File: config.mk
export PLATFORM = sky130hd
export DESIGN_NAME = uart_tx_arbiter_flat
export DESIGN_NICKNAME = d
export VERILOG_FILES = /design/src/rtl/uart_tx_arbiter_if.sv /design/src/rtl/uart_tx_arbiter.sv /design/src/flat_wrapper.sv
export SDC_FILE = /design/constraint.sdc
export NUM_CORES = 1
export LEC_CHECK = 0
export ABC_AREA = 1
export CELL_PAD_IN_SITES_DETAIL_PLACEMENT = 1
export CELL_PAD_IN_SITES_GLOBAL_PLACEMENT = 1
export CORE_MARGIN = 2
export CORE_UTILIZATION = 31
export CTS_BUF_LIST = sky130_fd_sc_hd__clkbuf_4 sky130_fd_sc_hd__clkbuf_8 sky130_fd_sc_hd__clkbuf_16
export DETAILED_ROUTE_END_ITERATION = 12
export PLACE_DENSITY_LB_ADDON = 0.3
export SLEW_MARGIN = 20
export SYNTH_ARGS = -nofsm -noshare
export SYNTH_HDL_FRONTEND = slang
export SYNTH_SLANG_ARGS = --single-unit
File: constraint.sdc
create_clock -name clock -period 2.4 [get_ports clock]
set_clock_uncertainty 0.1 [all_clocks]
set_input_delay 0.48 -clock clock [delete_from_list [all_inputs] [get_ports clock]]
set_output_delay 0.48 -clock clock [all_outputs]
set_load 0.02 [all_outputs]
File: src/rtl/uart_tx_arbiter_if.sv
// Byte-source and uart_tx side signals of the shared transmitter arbiter.
// The slave modport is the arbiter; the master modport drives sources and cts.
interface uart_tx_arbiter_if #(
    parameter int NR = 4
) ();
    localparam int GW = $clog2(NR);

    logic [NR-1:0]   req_valid;
    logic [8*NR-1:0] req_data;
    logic [NR-1:0]   req_last;
    logic [NR-1:0]   req_ready;
    logic            tx_req;
    logic [7:0]      tx_data;
    logic            tx_cts;
    logic [GW-1:0]   grant_ret;
    logic            busy_ret;

    modport slave (
        input  req_valid,
        input  req_data,
        input  req_last,
        output req_ready,
        output tx_req,
        output tx_data,
        input  tx_cts,
        output grant_ret,
        output busy_ret
    );

    modport master (
        output req_valid,
        output req_data,
        output req_last,
        input  req_ready,
        input  tx_req,
        input  tx_data,
        output tx_cts,
        input  grant_ret,
        input  busy_ret
    );
endinterface

File: src/rtl/uart_tx_arbiter.sv
// Round-robin arbiter sharing one uart_tx among several byte sources,
// with per-message channel locking and an optional stalled-lock timeout.
module uart_tx_arbiter #(
    parameter int num_requesters = 4,
    parameter int lock_timeout   = 16
) (
    input  logic              clock,
    input  logic              tick_i_rstn,
    uart_tx_arbiter_if.slave  bus
);
    localparam int N  = num_requesters;
    localparam int GW = $clog2(N);
    localparam int TW = (lock_timeout > 0) ? $clog2(lock_timeout + 1) : 1;
    localparam logic [TW-1:0] TMAX =
        TW'((lock_timeout > 0) ? lock_timeout - 1 : 0);
    localparam logic [GW-1:0] LAST_IDX = GW'(N - 1);

    typedef enum logic [1:0] {
        S_IDLE,
        S_SEND,
        S_LOCK
    } state_t;

    state_t          r_state;
    state_t          w_state_nxt;
    logic [GW-1:0]   r_rr_ptr;
    logic [GW-1:0]   r_grant;
    logic [7:0]      r_hold;
    logic            r_hold_last;
    logic [TW-1:0]   r_timer;

    logic            w_found;
    logic [GW-1:0]   w_win;
    logic [GW-1:0]   w_sel;
    logic [N-1:0]    w_ready;
    logic            w_xfer;
    logic            w_release;
    logic            w_timeout;
    logic [7:0]      w_data;
    logic [GW-1:0]   w_next_rr;

    // Rotating priority search starting at rr_ptr, wrapping at N-1
    always_comb begin
        w_found = 1'b0;
        w_win   = '0;
        for (int k = 0; k < N; k++) begin
            int idx;
            idx = int'(r_rr_ptr) + k;
            if (idx >= N) idx = idx - N;
            if (!w_found && bus.req_valid[idx]) begin
                w_found = 1'b1;
                w_win   = GW'(idx);
            end
        end
    end

    assign w_timeout = (lock_timeout != 0) && (r_timer == TMAX);
    assign w_next_rr = (r_grant == LAST_IDX) ? '0 : r_grant + 1'b1;

    always_comb begin
        w_state_nxt = r_state;
        w_ready     = '0;
        w_release   = 1'b0;
        unique case (r_state)
            S_IDLE: begin
                if (w_found) begin
                    w_ready[w_win] = 1'b1;
                    w_state_nxt    = S_SEND;
                end
            end
            S_SEND: begin
                if (bus.tx_cts) begin
                    if (r_hold_last) begin
                        w_state_nxt = S_IDLE;
                        w_release   = 1'b1;
                    end else begin
                        w_state_nxt = S_LOCK;
                    end
                end
            end
            S_LOCK: begin
                w_ready[r_grant] = 1'b1;
                if (bus.req_valid[r_grant]) begin
                    w_state_nxt = S_SEND;
                end else if (w_timeout) begin
                    w_state_nxt = S_IDLE;
                    w_release   = 1'b1;
                end
            end
            default: w_state_nxt = S_IDLE;
        endcase
        if (!tick_i_rstn) w_ready = '0;
    end

    assign w_xfer = |(bus.req_valid & w_ready);
    assign w_sel  = (r_state == S_LOCK) ? r_grant : w_win;
    assign w_data = bus.req_data[8*w_sel +: 8];

    always_ff @(posedge clock) begin
        if (!tick_i_rstn) r_state <= S_IDLE;
        else              r_state <= w_state_nxt;
    end

    always_ff @(posedge clock) begin
        if (!tick_i_rstn) begin
            r_rr_ptr    <= '0;
            r_grant     <= '0;
            r_hold      <= 8'h00;
            r_hold_last <= 1'b0;
            r_timer     <= '0;
        end else begin
            if (w_xfer) begin
                r_hold      <= w_data;
                r_hold_last <= bus.req_last[w_sel];
                r_grant     <= w_sel;
                r_timer     <= '0;
            end
            if (r_state == S_SEND && bus.tx_cts && !r_hold_last)
                r_timer <= '0;
            // Saturates at TMAX; release happens on that cycle
            if (r_state == S_LOCK && !w_xfer && lock_timeout != 0
                && r_timer != TMAX)
                r_timer <= r_timer + 1'b1;
            if (w_release)
                r_rr_ptr <= w_next_rr;
        end
    end

    assign bus.req_ready = w_ready;
    assign bus.tx_req    = (r_state == S_SEND);
    assign bus.tx_data   = (r_state == S_SEND) ? r_hold : 8'h00;
    assign bus.grant_ret = r_grant;
    assign bus.busy_ret  = (r_state != S_IDLE);
endmodule

File: src/flat_wrapper.sv
// flat-port wrapper written by rule: the top's interface ports become plain ports
module uart_tx_arbiter_flat 
#(
    parameter int num_requesters = 4,
    parameter int lock_timeout   = 16
)
  (clock, tick_i_rstn, bus_req_valid, bus_req_data, bus_req_last, bus_req_ready, bus_tx_req, bus_tx_data, bus_tx_cts, bus_grant_ret, bus_busy_ret);
  uart_tx_arbiter_if #(.NR((4))) bus_i ();
  input  logic clock;
  input  logic tick_i_rstn;
  input wire logic [$bits(bus_i.req_valid)-1:0] bus_req_valid;
  input wire logic [$bits(bus_i.req_data)-1:0] bus_req_data;
  input wire logic [$bits(bus_i.req_last)-1:0] bus_req_last;
  output wire logic [$bits(bus_i.req_ready)-1:0] bus_req_ready;
  output wire logic [$bits(bus_i.tx_req)-1:0] bus_tx_req;
  output wire logic [$bits(bus_i.tx_data)-1:0] bus_tx_data;
  input wire logic [$bits(bus_i.tx_cts)-1:0] bus_tx_cts;
  output wire logic [$bits(bus_i.grant_ret)-1:0] bus_grant_ret;
  output wire logic [$bits(bus_i.busy_ret)-1:0] bus_busy_ret;
  assign bus_i.req_valid = bus_req_valid;
  assign bus_i.req_data = bus_req_data;
  assign bus_i.req_last = bus_req_last;
  assign bus_req_ready = bus_i.req_ready;
  assign bus_tx_req = bus_i.tx_req;
  assign bus_tx_data = bus_i.tx_data;
  assign bus_i.tx_cts = bus_tx_cts;
  assign bus_grant_ret = bus_i.grant_ret;
  assign bus_busy_ret = bus_i.busy_ret;
  uart_tx_arbiter #(.num_requesters(num_requesters), .lock_timeout(lock_timeout)) u_core (.clock(clock), .tick_i_rstn(tick_i_rstn), .bus(bus_i));
endmodule
==> out/results.txt <==
Counting every sink on the clock net gives 20. The number of storage elements in the synthesis netlist works out to 20. The non-filler instance count after layout is 461. After detailed routing, the average wire length per cell comes to 13.8 µm.

The die is 81.3 µm tall. The checks that failed: negative setup slack. Routability-driven placement finished with a final weighted congestion of 0.887. The critical path capture point type was an output pin.

The compound-cell area share of the yosys netlist was 19.8%. Across the VDD grid, the largest voltage drop is 0.432 mV. The number of port buffers was 58; the accumulated negative setup slack was -0.100 ns. TritonCTS built the clock tree. The number of global-route vias before repair came out at 2272. In this run the static leakage power is 1.40 nW. The XOR/XNOR share of the synthesized area is 0.947%.

The logs give 2213 for the total vias in the final route and 0 for the number of antenna repair diodes. The total global routing overflow is 0, and the number of antenna-violating nets in the routed design is 0. In this run the biggest area consumer among cell types represents 21.6% of the synthesized area.

Together, buffers and inverters on the worst path number 4. For this run, the slowest stage of the critical path takes 0.20 ns. Gate family responsible for the most delay along the worst path: simple AND/OR/NAND/NOR gates. Setup repair after global routing could not meet its margin everywhere.

After synthesis, the largest family of logic cells by area is simple AND/OR/NAND/NOR gates. The half-perimeter wire length after detailed placement is 4830 µm, and the final standard cell area without fillers is 2880 µm². The total routing usage reported by global routing is 19.2%, and the number of pins exceeding their max-slew limit in the final report is 0.

For the number of different library cells in the post-synthesis netlist, the log shows 30. After synthesis, the share of cell area in mux cells is 0%. Entering global routing, the biggest net connects 25 pins. Library cell contributing the largest single delay on the critical path: sky130_fd_sc_hd__clkdlybuf4s15_1.

In the post-synthesis netlist, the biggest area contributors are sky130_fd_sc_hd__dfxtp_1 22%, sky130_fd_sc_hd__nand2_1 15%, sky130_fd_sc_hd__inv_1 8.5%, sky130_fd_sc_hd__ha_1 6.8%, sky130_fd_sc_hd__nand3_1 5.4%. The row count was 28. The remaining max-slew budget at the tightest pin was 66.4%; the clock transition at the register clock pins on the worst setup and hold paths after CTS was 0.08 ns. In this run the count of I/O pins placed on the die edge is 59. The run gives 0 as the number of maximum-capacitance violations. Walking the worst path, the cells encountered are clkdlybuf4s15_1 > inv_1 > nand2_1 > nand2_2 > nand2_1 > nand2_1 > nand2_1 > nand2_1 > nand2_1 > nand2_2 > nand2_1 > o21bai_2 > inv_1 > nor2_1 > buf_4. Of the cells placed in the final design, the portion with a size suffix greater than 1 is 24.4%. The number of nets handed over by synthesis was 351.

Setup violations remaining at the end of the flow were counted as 5. The first global-routing pass estimated 10000 µm of wire. The most repeated library cell on the critical path is sky130_fd_sc_hd__nand2_1. Once the floorplan was initialized, standard cells occupied 31.6% of the core.

Timing-limited maximum frequency: 411 MHz. The logs give 6360 µm for the post-detailed-routing wire length and 1850 µm² for the summed instance area of the synthesized netlist. In this run the mean area of a mapped cell was 6.21 µm².

The horizontal die dimension is 81.3 µm, and the critical path data arrival time is 1.85 ns. The clock reaches the later pin of the worst-skew pair after 0.26 ns. The area enclosed by the die boundary came out at 6600 µm². Of all cell types, the one taking the most synthesized area is sky130_fd_sc_hd__dfxtp_1. The number of H-tree levels was 1. For the number of warning messages in the yosys log, the log shows 0. The worst setup path is launched from an input pin.

The fraction of the mapped netlist area in adder cells came out at 6.76%. The worst hold path belongs to the class reg2reg. Compared with the post-synthesis result, the final layout area differs by 55.7%.

The area of placed instances came out at 2680 µm². The tools report the sequential share of the synthesized area as 21.6%. The run gives 4 as the number of detailed-routing iterations run before antenna repair. The root buffer cell is sky130_fd_sc_hd__clkbuf_8. No sink is reached through more buffers than the 2 on the longest clock path.

The violation count after the first detailed-routing iteration came out at 53. Per-cell via count in the routed design: 4.80. The worst path uses 101% of the clock period. Final hold violation count: 0. Category of the critical setup timing path: in2out.

The DRC violation count after routing is 0. The initial antenna violation count came out at 0. The post-route worst setup slack was -0.0330 ns; the critical-path maximum fanout was 4. At the worst endpoint, the required time is 1.82 ns.

The tools report the total core area as 5850 µm². The run gives 440 as the count of nets after finishing. The run finished, with violations left. Number of instances in the synthesized netlist: 298. The synthesized netlist devotes 35.9% of its cell area to simple gates.

The total CTS buffers was 3. The pin slew with the least headroom to its limit is 0.502 ns. For this design the ratio of total power to cell area is 777 nW/µm². Counting tap cells, the placed design contains a total of 449 instances. The post-route minimum period was 2.43 ns.
==> cell type report <==
class,instances,area (µm²)
clock buffer,4,55.1
fill,785,2970
tap,75,93.8
sequential,20,402
inverter,47,186
timing repair buffer,96,901
multi-input combinational,219,1240
==> cells in the final DEF, fill, tap and decap left out, types with 5 or more instances in the layout <==
cell,instances
sky130_fd_sc_hd__o21ai_0,18
sky130_fd_sc_hd__nand2_1,71
sky130_fd_sc_hd__nor2_1,26
sky130_fd_sc_hd__clkdlybuf4s50_1,48
sky130_fd_sc_hd__ha_1,9
sky130_fd_sc_hd__a21oi_2,5
sky130_fd_sc_hd__inv_2,5
sky130_fd_sc_hd__nand3_2,7
sky130_fd_sc_hd__nand3_1,17
sky130_fd_sc_hd__o22ai_1,5
sky130_fd_sc_hd__a21oi_1,13
sky130_fd_sc_hd__buf_4,36
sky130_fd_sc_hd__nand2_2,17
sky130_fd_sc_hd__inv_1,40
sky130_fd_sc_hd__o21ai_1,5
sky130_fd_sc_hd__dfxtp_1,19
sky130_fd_sc_hd__o211ai_1,8
==> worst register-to-register path, stage by stage, from the launching register on <==
cell	delay, ns
sky130_fd_sc_hd__dfxtp_2	0.33
sky130_fd_sc_hd__buf_12	0.14
sky130_fd_sc_hd__inv_8	0.08
sky130_fd_sc_hd__nand2_1	0.09
sky130_fd_sc_hd__nand3_2	0.09
sky130_fd_sc_hd__nand2_2	0.08
sky130_fd_sc_hd__nor2_4	0.14
sky130_fd_sc_hd__nand2_1	0.06
sky130_fd_sc_hd__nand2_1	0.07
sky130_fd_sc_hd__inv_2	0.05
sky130_fd_sc_hd__nand2_4	0.08
sky130_fd_sc_hd__inv_2	0.04
sky130_fd_sc_hd__nand2_2	0.06
sky130_fd_sc_hd__buf_4	0.11
sky130_fd_sc_hd__nand2_2	0.04
sky130_fd_sc_hd__nand3_2	0.06
sky130_fd_sc_hd__nand2_2	0.06
sky130_fd_sc_hd__nor2_4	0.18
sky130_fd_sc_hd__buf_4	0.15
sky130_fd_sc_hd__buf_6	0.09
sky130_fd_sc_hd__nand3_1	0.09
sky130_fd_sc_hd__a21oi_2	0.16
==> through the flow <==
| stage | util [%] | setup slack, ns | power [W] | hold slack [ns] |
|---|---|---|---|---|
| 2_1_floorplan | - | 0.228 | 0.00131 | 0.344 |
| 3_3_place_gp | 45.9 | -0.747 | 0.00180 | 0.356 |
| 3_5_place_dp | 45.9 | -0.846 | 0.00185 | 0.365 |
| 4_1_cts | 47.5 | -0.105 | 0.00215 | 0.378 |
| 5_1_grt | 49.3 | -0.221 | 0.00243 | 0.400 |
| 6_report | 49.3 | -0.0330 | 0.00224 | 0.371 |
==> synthesized netlist by cell type <==
library cell                     n
sky130_fd_sc_hd__nand2_2        13
sky130_fd_sc_hd__a31oi_1         2
sky130_fd_sc_hd__ha_1           10
sky130_fd_sc_hd__a22oi_1         1
sky130_fd_sc_hd__nor2_4          2
sky130_fd_sc_hd__nor2_1         26
sky130_fd_sc_hd__nand3_1        20
sky130_fd_sc_hd__o21ai_0        20
sky130_fd_sc_hd__dlygate4sd1_1   1
sky130_fd_sc_hd__o22ai_1         6
sky130_fd_sc_hd__nand2_1        75
sky130_fd_sc_hd__nand2_4         2
sky130_fd_sc_hd__nor2_2          1
sky130_fd_sc_hd__clkbuf_2        1
sky130_fd_sc_hd__a21oi_1        18
sky130_fd_sc_hd__inv_2           4
sky130_fd_sc_hd__buf_2           3
sky130_fd_sc_hd__nand3_2         4
sky130_fd_sc_hd__buf_6           5
sky130_fd_sc_hd__o21bai_1        1
sky130_fd_sc_hd__o211ai_1        8
sky130_fd_sc_hd__inv_1          42
sky130_fd_sc_hd__dfxtp_1        20
sky130_fd_sc_hd__o21ai_1         4
sky130_fd_sc_hd__a211oi_1        2
sky130_fd_sc_hd__inv_8           1
sky130_fd_sc_hd__clkbuf_1        2
sky130_fd_sc_hd__xor2_1          2
sky130_fd_sc_hd__nand4_2         1
sky130_fd_sc_hd__o21ai_4         1
==> repair_timing <==
action	in CTS	in global routing
resized for setup	34	24
setup buffers	3	4
hold buffers	0	0
pin swaps	5	4
endpoints found under the setup margin	29	22
cloned	0	1
==> metal layers <==
metal	global-route usage [%]	routed length (µm)	up-vias
li1	-	-	1124
met2	36.6	3280	57
met3	2.78	264	2
met1	22.7	2800	1030
met4	3.05	20	0
met5	0	0	-
==> sequential cells by signal (all words and copies together) (netlist names) <==
name / flops
u_core.bus.grant_ret: 2
u_core.r_hold: 8
u_core.r_hold_last: 1
u_core.r_rr_ptr: 2
u_core.r_state: 2
u_core.r_timer: 5
==> logic make-up (layout without fill, tap and decap cells) <==
kind of cell,after synthesis,count (layout)
AOI/OAI and AO/OA,63,63
xor gates and xnor gates,2,2
adders and majority gates,10,10
buffers and inverters,59,147
DFF,20,20
and+or+nand+nor,144,144
==> where the power goes <==
group,switching (W),internal (W)
Clock,0.000117,0.000146
Combinational,0.000833,0.000680
Sequential,0.0000609,0.000404
==> worst paths after layout <==
check | start | to | slack, ns | depth (start not counted)
worst min register to register | u_core.r_hold[5] | u_core.r_hold[5] | 0.37 | 2
worst max-delay path | bus_req_valid[2] | bus_req_ready[0] | -0.03 | 15
worst min-delay path | u_core.r_hold[5] | u_core.r_hold[5] | 0.37 | 2
worst max register to register | u_core.r_rr_ptr[0] | u_core.r_timer[3] | -0.01 | 21
Power figures use the tool's default switching activity.
